$ cat src/rtl/host_cmd_master.sv
// Host-side UART command initiator: serializes one command frame and gathers its 0-2 byte reply.
// Optional response timeout is enabled by defining HOST_TIMEOUT_EN.
module host_cmd_master #(
  parameter int         TIMEOUT_CYC = 65535,
  parameter logic [3:0] MUL_FUN     = 4'b0010
) (
  input  logic        CLK,
  input  logic        RST,
  input  logic        REQ_VLD,
  output logic        REQ_RDY,
  input  logic [1:0]  REQ_TYPE,
  input  logic [3:0]  REQ_ADDR,
  input  logic [7:0]  REQ_WDATA,
  input  logic [7:0]  REQ_OPA,
  input  logic [7:0]  REQ_OPB,
  input  logic [3:0]  REQ_FUN,
  output logic [7:0]  TX_P_DATA,
  output logic        TX_D_VLD,
  input  logic        TX_BUSY,
  input  logic [7:0]  RX_P_DATA,
  input  logic        RX_D_VLD,
  output logic [15:0] RSP_DATA,
  output logic        RSP_VLD,
  output logic        RSP_ERR
);

  typedef enum logic [2:0] {
    IDLE     = 3'd0,
    SEND     = 3'd1,
    GAP      = 3'd2,
    WAIT_RSP = 3'd3,
    DONE     = 3'd4
  } state_t;

  localparam logic [15:0] TO_LIM = 16'(TIMEOUT_CYC);

  function automatic logic [7:0] frame_byte(
    input logic [1:0] typ,
    input logic [1:0] idx,
    input logic [3:0] addr,
    input logic [7:0] wdata,
    input logic [7:0] opa,
    input logic [7:0] opb,
    input logic [3:0] fun
  );
    logic [7:0] b;
    case (typ)
      2'b00: begin
        case (idx)
          2'd0:    b = 8'hAA;
          2'd1:    b = {4'h0, addr};
          default: b = wdata;
        endcase
      end
      2'b01:   b = (idx == 2'd0) ? 8'hBB : {4'h0, addr};
      2'b10: begin
        case (idx)
          2'd0:    b = 8'hCC;
          2'd1:    b = opa;
          2'd2:    b = opb;
          default: b = {4'h0, fun};
        endcase
      end
      default: b = (idx == 2'd0) ? 8'hDD : {4'h0, fun};
    endcase
    return b;
  endfunction

  // Index of the final byte in the frame
  function automatic logic [1:0] frame_last(input logic [1:0] typ);
    logic [1:0] n;
    case (typ)
      2'b00:   n = 2'd2;
      2'b01:   n = 2'd1;
      2'b10:   n = 2'd3;
      default: n = 2'd1;
    endcase
    return n;
  endfunction

  function automatic logic [1:0] rsp_count(input logic [1:0] typ, input logic [3:0] fun);
    logic [1:0] n;
    case (typ)
      2'b00:   n = 2'd0;
      2'b01:   n = 2'd1;
      default: n = (fun == MUL_FUN) ? 2'd2 : 2'd1;
    endcase
    return n;
  endfunction

  state_t      r_state;
  logic [1:0]  r_idx;
  logic [1:0]  r_rx_cnt;
  logic [1:0]  r_type;
  logic [3:0]  r_addr;
  logic [7:0]  r_wdata;
  logic [7:0]  r_opa;
  logic [7:0]  r_opb;
  logic [3:0]  r_fun;
  logic [7:0]  r_rsp0;
  logic [7:0]  r_rsp1;
  logic [7:0]  r_tx_data;
  logic        r_tx_vld;
  logic        r_req_rdy;
  logic        r_rsp_vld;
  logic        r_rsp_err;

  state_t      w_next_state;
  logic [1:0]  w_idx_next;
  logic [1:0]  w_rx_cnt_next;
  logic [1:0]  w_rx_cnt_inc;
  logic [1:0]  w_last;
  logic [1:0]  w_exp;
  logic        w_accept;
  logic        w_rx_store;
  logic        w_timeout;
  logic [1:0]  w_src_type;
  logic [3:0]  w_src_addr;
  logic [7:0]  w_src_wdata;
  logic [7:0]  w_src_opa;
  logic [7:0]  w_src_opb;
  logic [3:0]  w_src_fun;
  logic [7:0]  w_tx_byte;

`ifdef HOST_TIMEOUT_EN
  logic [15:0] r_to_cnt;
  logic        w_to_hit;
  assign w_to_hit = (r_to_cnt == TO_LIM);
`else
  logic        w_unused_to;
  assign w_unused_to = ^TO_LIM;
`endif

  assign w_last       = frame_last(r_type);
  assign w_exp        = rsp_count(r_type, r_fun);
  assign w_rx_cnt_inc = r_rx_cnt + 2'd1;

  // Next-state, byte index and response-capture control
  always_comb begin
    w_next_state  = r_state;
    w_idx_next    = r_idx;
    w_rx_cnt_next = r_rx_cnt;
    w_accept      = 1'b0;
    w_rx_store    = 1'b0;
    w_timeout     = 1'b0;
    case (r_state)
      IDLE: begin
        if (REQ_VLD) begin
          w_accept      = 1'b1;
          w_next_state  = SEND;
          w_idx_next    = 2'd0;
          w_rx_cnt_next = 2'd0;
        end else begin
          w_next_state  = IDLE;
        end
      end
      SEND: begin
        if (!TX_BUSY) begin
          w_idx_next   = r_idx + 2'd1;
          w_next_state = (r_idx == w_last) ? WAIT_RSP : GAP;
        end else begin
          w_next_state = SEND;
        end
      end
      GAP: w_next_state = SEND;
      WAIT_RSP: begin
        if (w_exp == 2'd0) begin
          w_next_state = DONE;
        end else if (RX_D_VLD) begin
          w_rx_store    = 1'b1;
          w_rx_cnt_next = w_rx_cnt_inc;
          w_next_state  = (w_rx_cnt_inc == w_exp) ? DONE : WAIT_RSP;
`ifdef HOST_TIMEOUT_EN
        end else if (w_to_hit) begin
          w_timeout    = 1'b1;
          w_next_state = DONE;
`endif
        end else begin
          w_next_state = WAIT_RSP;
        end
      end
      DONE:    w_next_state = IDLE;
      default: w_next_state = IDLE;
    endcase
  end

  // On the accept cycle the request fields are not yet captured, so drive the first byte from the inputs
  always_comb begin
    if (w_accept) begin
      w_src_type  = REQ_TYPE;
      w_src_addr  = REQ_ADDR;
      w_src_wdata = REQ_WDATA;
      w_src_opa   = REQ_OPA;
      w_src_opb   = REQ_OPB;
      w_src_fun   = REQ_FUN;
    end else begin
      w_src_type  = r_type;
      w_src_addr  = r_addr;
      w_src_wdata = r_wdata;
      w_src_opa   = r_opa;
      w_src_opb   = r_opb;
      w_src_fun   = r_fun;
    end
    w_tx_byte = frame_byte(w_src_type, w_idx_next, w_src_addr, w_src_wdata,
                           w_src_opa, w_src_opb, w_src_fun);
  end

  // State, capture registers and registered outputs
  always_ff @(posedge CLK or negedge RST) begin
    if (!RST) begin
      r_state   <= IDLE;
      r_idx     <= 2'd0;
      r_rx_cnt  <= 2'd0;
      r_type    <= 2'd0;
      r_addr    <= 4'd0;
      r_wdata   <= 8'd0;
      r_opa     <= 8'd0;
      r_opb     <= 8'd0;
      r_fun     <= 4'd0;
      r_rsp0    <= 8'd0;
      r_rsp1    <= 8'd0;
      r_tx_data <= 8'd0;
      r_tx_vld  <= 1'b0;
      r_req_rdy <= 1'b1;
      r_rsp_vld <= 1'b0;
      r_rsp_err <= 1'b0;
    end else begin
      r_state  <= w_next_state;
      r_idx    <= w_idx_next;
      r_rx_cnt <= w_rx_cnt_next;
      if (w_accept) begin
        r_type  <= REQ_TYPE;
        r_addr  <= REQ_ADDR;
        r_wdata <= REQ_WDATA;
        r_opa   <= REQ_OPA;
        r_opb   <= REQ_OPB;
        r_fun   <= REQ_FUN;
        r_rsp0  <= 8'd0;
        r_rsp1  <= 8'd0;
      end else if (w_rx_store) begin
        if (r_rx_cnt == 2'd0) begin
          r_rsp0 <= RX_P_DATA;
        end else begin
          r_rsp1 <= RX_P_DATA;
        end
      end
      if (w_next_state == SEND) begin
        r_tx_data <= w_tx_byte;
      end
      r_tx_vld  <= (w_next_state == SEND);
      r_req_rdy <= (w_next_state == IDLE);
      r_rsp_vld <= (w_next_state == DONE);
      r_rsp_err <= w_timeout;
    end
  end

`ifdef HOST_TIMEOUT_EN
  // Inter-byte silence counter, only running while awaiting a reply
  always_ff @(posedge CLK or negedge RST) begin
    if (!RST) begin
      r_to_cnt <= 16'd0;
    end else if (r_state == WAIT_RSP && !RX_D_VLD) begin
      r_to_cnt <= r_to_cnt + 16'd1;
    end else begin
      r_to_cnt <= 16'd0;
    end
  end
  assign RSP_ERR = r_rsp_err;
`else
  logic w_unused_err;
  assign w_unused_err = r_rsp_err;
  assign RSP_ERR      = 1'b0;
`endif

  assign REQ_RDY   = r_req_rdy;
  assign TX_P_DATA = r_tx_data;
  assign TX_D_VLD  = r_tx_vld;
  assign RSP_DATA  = {r_rsp1, r_rsp0};
  assign RSP_VLD   = r_rsp_vld;

endmodule

$ cat config.mk
export PLATFORM = sky130hd
export DESIGN_NAME = host_cmd_master
export DESIGN_NICKNAME = d
export VERILOG_FILES = /design/src/rtl/host_cmd_master.sv
export SDC_FILE = /design/constraint.sdc
export NUM_CORES = 1
export LEC_CHECK = 0
export CAP_MARGIN = 25
export CORE_ASPECT_RATIO = 1.4
export CORE_MARGIN = 2
export CORE_UTILIZATION = 55
export DETAILED_ROUTE_END_ITERATION = 6
export PLACE_DENSITY_LB_ADDON = 0.3
export SYNTH_ARGS = -nofsm -noshare
export SYNTH_HDL_FRONTEND = slang
export SYNTH_SLANG_ARGS = --single-unit
$ cat constraint.sdc
create_clock -name CLK -period 3.9 [get_ports CLK]
set_input_delay 1.17 -clock CLK [delete_from_list [all_inputs] [get_ports CLK]]
set_output_delay 1.17 -clock CLK [all_outputs]
set_load 0.01 [all_outputs]
== Word-level counts from Yosys, hierarchy flattened ==
Cells that the tools add are included.

* Div/mod/pow operators: 0
* Multipliers: 0
* Multiplexer cells: 39
* Shifts and indexed selects: 0
* Reductions and logical operators: 13
* Bitwise operators: 0
* $lt $le $gt $ge: 0
* Equality and inequality tests: 18
* Add/subtract/negate cells: 2

{| class="wikitable"
|+ Operators with widths
! operator !! number
|-
| two-way mux 8 bit || 11
|-
| case mux 8 bit (3 select lines) || 2
|-
| two-way mux 2 bit || 8
|-
| case mux 2 bit (2 select lines) || 4
|-
| case mux 8 bit (2 select lines) || 1
|-
| case mux 3 bit (4 select lines) || 1
|-
| zero test 2 bit || 5
|-
| two-way mux 3 bit || 3
|-
| two-way mux 4 bit || 2
|-
| != test 2 bit, second input constant || 4
|-
| two-way mux 1 bit || 7
|-
| equality test 2 x 1 -> 1 bit, second input constant || 3
|-
| equality test 2 bit, second input constant || 3
|-
| equality test 3 x 1 -> 1 bit, second input constant || 2
|-
| equality test 3 x 2 -> 1 bit, second input constant || 2
|-
| zero test 3 bit || 2
|-
| nonzero test 2 bit || 3
|-
| adder 2 x 1 -> 2 bit, second input constant || 2
|-
| equality test 2 bit || 2
|-
| equality test 4 x 2 -> 1 bit, second input constant || 1
|-
| AND reduction 2 bit || 2
|-
| AND reduction 4 bit || 1
|-
| equality test 3 bit, second input constant || 1
|}

* Bits in latches: 0
* Word-level logic and storage cells: 87
* Output and inout port bits: 28
* Memory bits (writable): 0
* Memories kept: 0
* Bits of input ports: 47
* ROM bits: 0
* Bits in registers: 68

== Longest topological paths before layout ==
* Depth after elaboration: 9
* Depth in mapped cells: 10
* Mapped depth without buffers: 8

== Worst setup path before layout ==
Ideal clock, no wire load.

* Kind: input -> register
* Start point: in REQ_VLD
* End point: reg r_tx_data[0] (netlist: TX_P_DATA[0])
* Required time: 3766 ps
* Buffers on the path: 1
* Setup slack: 1171 ps
* Stages on the path: 8
* Arrival time: 2594 ps
* Cell sequence: nor4b_4 mux2i_1 inv_1 buf_4 nand4_1 a21oi_1 a221oi_1 a211oi_2

* Word-level cells in the longest chain between the ends: 5

{| class="wikitable"
|+ Ends and longest elaborated chain
! element !! line !! text
|-
| from (decl) || 9 || <nowiki>input logic REQ_VLD,</nowiki>
|-
| two-way mux 1 bit (*) || 148 || <nowiki>if (REQ_VLD) begin</nowiki>
|-
| two-way mux 1 bit (*) || 146 || <nowiki>case (r_state)</nowiki>
|-
| two-way mux 2 bit (*) || 189 || <nowiki>if (w_accept) begin</nowiki>
|-
| named net w_src_type[1] || 117 || <nowiki>logic [1:0] w_src_type;</nowiki>
|-
| equality test 2 bit, or another cell as far along || 47 || <nowiki>case (typ)</nowiki>
|-
| case mux 8 bit (3 select lines) (*) || 47 ||
|-
| to (signal assigned) || 248 || <nowiki>r_tx_data <= w_tx_byte;</nowiki>
|-
| to (decl) || 102 || <nowiki>logic [7:0] r_tx_data;</nowiki>
|}

The timed path passes the listed nets; every way through them passes the cells marked *.
A chain may end at the register's enable or synchronous reset.

== Worst setup path in the final report ==
* Start point: in REQ_VLD
* End point: reg r_tx_data[5] (netlist: TX_P_DATA[5])

Same word-level chain as after synthesis.

==> flow_summary.toml <==
[clock_network]
postCtsSetupBuffers = 0
cts_max_path_buffers = 2
cts_sinks = 68
cts-resized-gates = 0
htreeDepth = 3
clk_pin_slew_ns = 0.07
hold_buffers = 0
clock_latency_ns = 0.35
cts_tree = "built"
cts_root_buf = "clkbuf_8"
cts_buffers = 9

[routing]
firstDrtPassIters = 5
totalWireLength_um = 8610
ant_nets = 0
wl_per_cell_um = 18.4
vias = 2851
drtIter0Drc = 203
vias_per_cell = 6.09
drc_errors = 0

[floorplan]
die_x_um = 71.2
core_area_um2 = 6170
die_area_um2 = 6990
num_io_pins = 75
die_h_um = 98.1
rows = 34
initial_utilization_pct = 56.4

[critical_path]
worstSetupPathType = "input pin to flip-flop"
regToRegStartpoint = "r_state[2]"
crit_path_end_kind = "flip-flop"
cp-start-kind = "input pin"
path_max_fanout = 6
worstPathArrival_ns = 3.71
r2r_slack_ns = 1.19
reg2regPathDepth = 8
r2r-end = "TX_P_DATA[5]"
worstPathRequired_ns = 4.19

[power]
p_leak_uw = 0.00191
clkPwrFrac_pct = 14.5
swShare_pct = 40.4
p_int_uw = 2160
seqPwrFrac_pct = 34.1
switchingPower_uw = 1460
power_uw = 3620
power_density_nw_per_um2 = 809
combPwrFrac_pct = 51.5
peakVddDrop_mv = 0.493

[synth]
yosysSeqAreaShare_pct = 48.9
synth_edf_count = 0
avgSynthCellArea_um2 = 11.2
synthFlopType = "dfrtp_1"
ys_seq_elements = 68
mappedNetlistArea_um2 = 3480
synthCells = 312
async_reset_ff_share_pct = 100
yosysWarnings = 0
syn_nets = 360
synth_cell_types = 60

[hold_path]
holdPathEnd = "r_opb[4]"
min_path_type = "flip-flop to flip-flop"
hold_depth = 1
hold_start = "r_opb[4]"

[sta]
tightestPinTransition_ns = 0.537
slew_viol_final = 0
grt_setup_unrepaired = "no"
hold_ws_ns = 0.499
hold_viol_final = 0
layout_min_cycle_time_ns = 3.42
final.setup.tns_ns = 0
post-route-period-util_pct = 87.6
setup_violations = 0
slew_headroom_pct = 63.9
clock.fmax_mhz = 293
fin_skew_ns = 0.00840

[outcome]
status = "completed"

[final_layout]
drive_above_1_share_pct = 20.5
final_cell_mix = "clkdlybuf4s50_1 (72), dfrtp_1 (67), mux2_2 (33)"
final_common_cell = "clkdlybuf4s50_1"
fill_cells = 452
antenna_cells = 0
stdcell_count = 468
nets = 440
syn2layout_area_growth_pct = 28.7
fin_util_pct = 72.6

[global_route]
grt_usage_pct = 26.4
grt_overflow_total = 0
antenna_found_initial = 0
first_global_vias = 2852
grt_pass1_wl_um = 14100
grt_max_degree = 31

[placement]
dpl.cell_count = 453
gp_congestion = 0.912
dp_hpwl_um = 6550
io_buffers = 73

[job]
maxCapViolations = 0
## power by group through the flow
stage	Combinational [uW]	Sequential (uW)	Clock, uW
detailed placement	1840	1250	0
global placement	1800	1230	0
CTS	1850	1230	532
floorplan	1290	1180	0
global route	2020	1270	567
finish	1860	1230	523
## critical path: stages
cell,delay [ns]
clkdlybuf4s50_1,0.53
nor4b_4,0.45
buf_4,0.24
mux2i_2,0.29
inv_2,0.11
nor3_1,0.43
a22oi_1,0.14
o22ai_1,0.17
mux2_2,0.17
## cell families (layout without fill, tap and decap cells)
kind of cell / Yosys count / count (layout) / synth area share (%)
adder cells (fa/ha/maj): 1 / 1 / 0.360
AND/OR/NAND/NOR: 80 / 80 / 12.8
multiplexers: 62 / 62 / 19.3
flip-flops: 68 / 68 / 48.9
buffers and inverters: 27 / 111 / 4.46
other: 1 / 1 / 0.108
AO/OA/AOI/OAI: 73 / 73 / 14.1
## layer usage
| layer | part of all wire, % | GRT usage [%] | vias to the layer above |
|---|---|---|---|
| met1 | 38 | 31.8 | 1376 |
| met4 | 5.5 | 16.7 | 0 |
| met3 | 5.8 | 4.64 | 38 |
| li1 | - | - | 1298 |
| met2 | 51 | 43.2 | 139 |
| met5 | 0 | 0 | - |
## area by class of cell
| class | count | area [um2] | area share [%] |
|---|---|---|---|
| multi-input combinational | 217 | 1620 | 36.2 |
| timing repair buffer | 86 | 848 | 18.9 |
| inverter | 10 | 37.5 | 0.838 |
| clock buffer | 11 | 151 | 3.38 |
| sequential | 68 | 1700 | 38.0 |
| tap | 72 | 90.1 | 2.01 |
| clock inverter | 4 | 25.0 | 0.559 |
## synth_stat cells (3+ instances only)
master	instances	area share, %
nand2_1	12	1.3
dfrtp_1	67	48
buf_2	9	1.3
a21oi_1	20	2.9
a31oi_1	5	0.90
buf_4	3	0.65
o21ai_1	10	1.4
inv_1	7	0.76
mux2i_1	23	6.6
nand4_1	4	0.72
a22oi_1	6	1.3
nor3_1	5	0.72
inv_2	3	0.32
mux2_1	5	1.6
buf_6	4	1.3
mux2_2	33	11
nor2_1	29	3.1
nand3_1	5	0.72
o22ai_1	3	0.54
o21ai_0	7	1.0
nor2b_1	3	0.54
## through the flow
stage / cell area (um2) / setup WS [ns]
after floorplan: 3480 / 1.17
after global placement: 4280 / 0.216
after detailed placement: 4300 / 0.175
after CTS: 4480 / 0.526
after global routing: 4480 / 0.347
final: 4480 / 0.483
## how the worst max path moves through the flow
stage | start | end | slack [ns] | depth (start not counted)
finish | REQ_VLD | TX_P_DATA[5] | 0.48 | 9
global route | REQ_VLD | TX_P_DATA[5] | 0.35 | 9
CTS | REQ_VLD | TX_P_DATA[6] | 0.53 | 8
detailed placement | REQ_VLD | TX_P_DATA[6] | 0.18 | 8
global placement | REQ_VLD | TX_P_DATA[5] | 0.22 | 9
floorplan | REQ_VLD | TX_P_DATA[0] | 1.17 | 8
## sequential cells by signal, summed over array words and instances (netlist names)
register / count
r_state: 3
TX_P_DATA: 8
r_rsp1: 8
RSP_VLD: 1
REQ_RDY: 1
r_rx_cnt: 2
r_rsp0: 8
r_opa: 8
TX_D_VLD: 1
r_type: 2
r_opb: 8
r_fun: 4
r_wdata: 8
r_addr: 4
r_idx: 2
No activity file was read; power rests on OpenSTA's default activity.
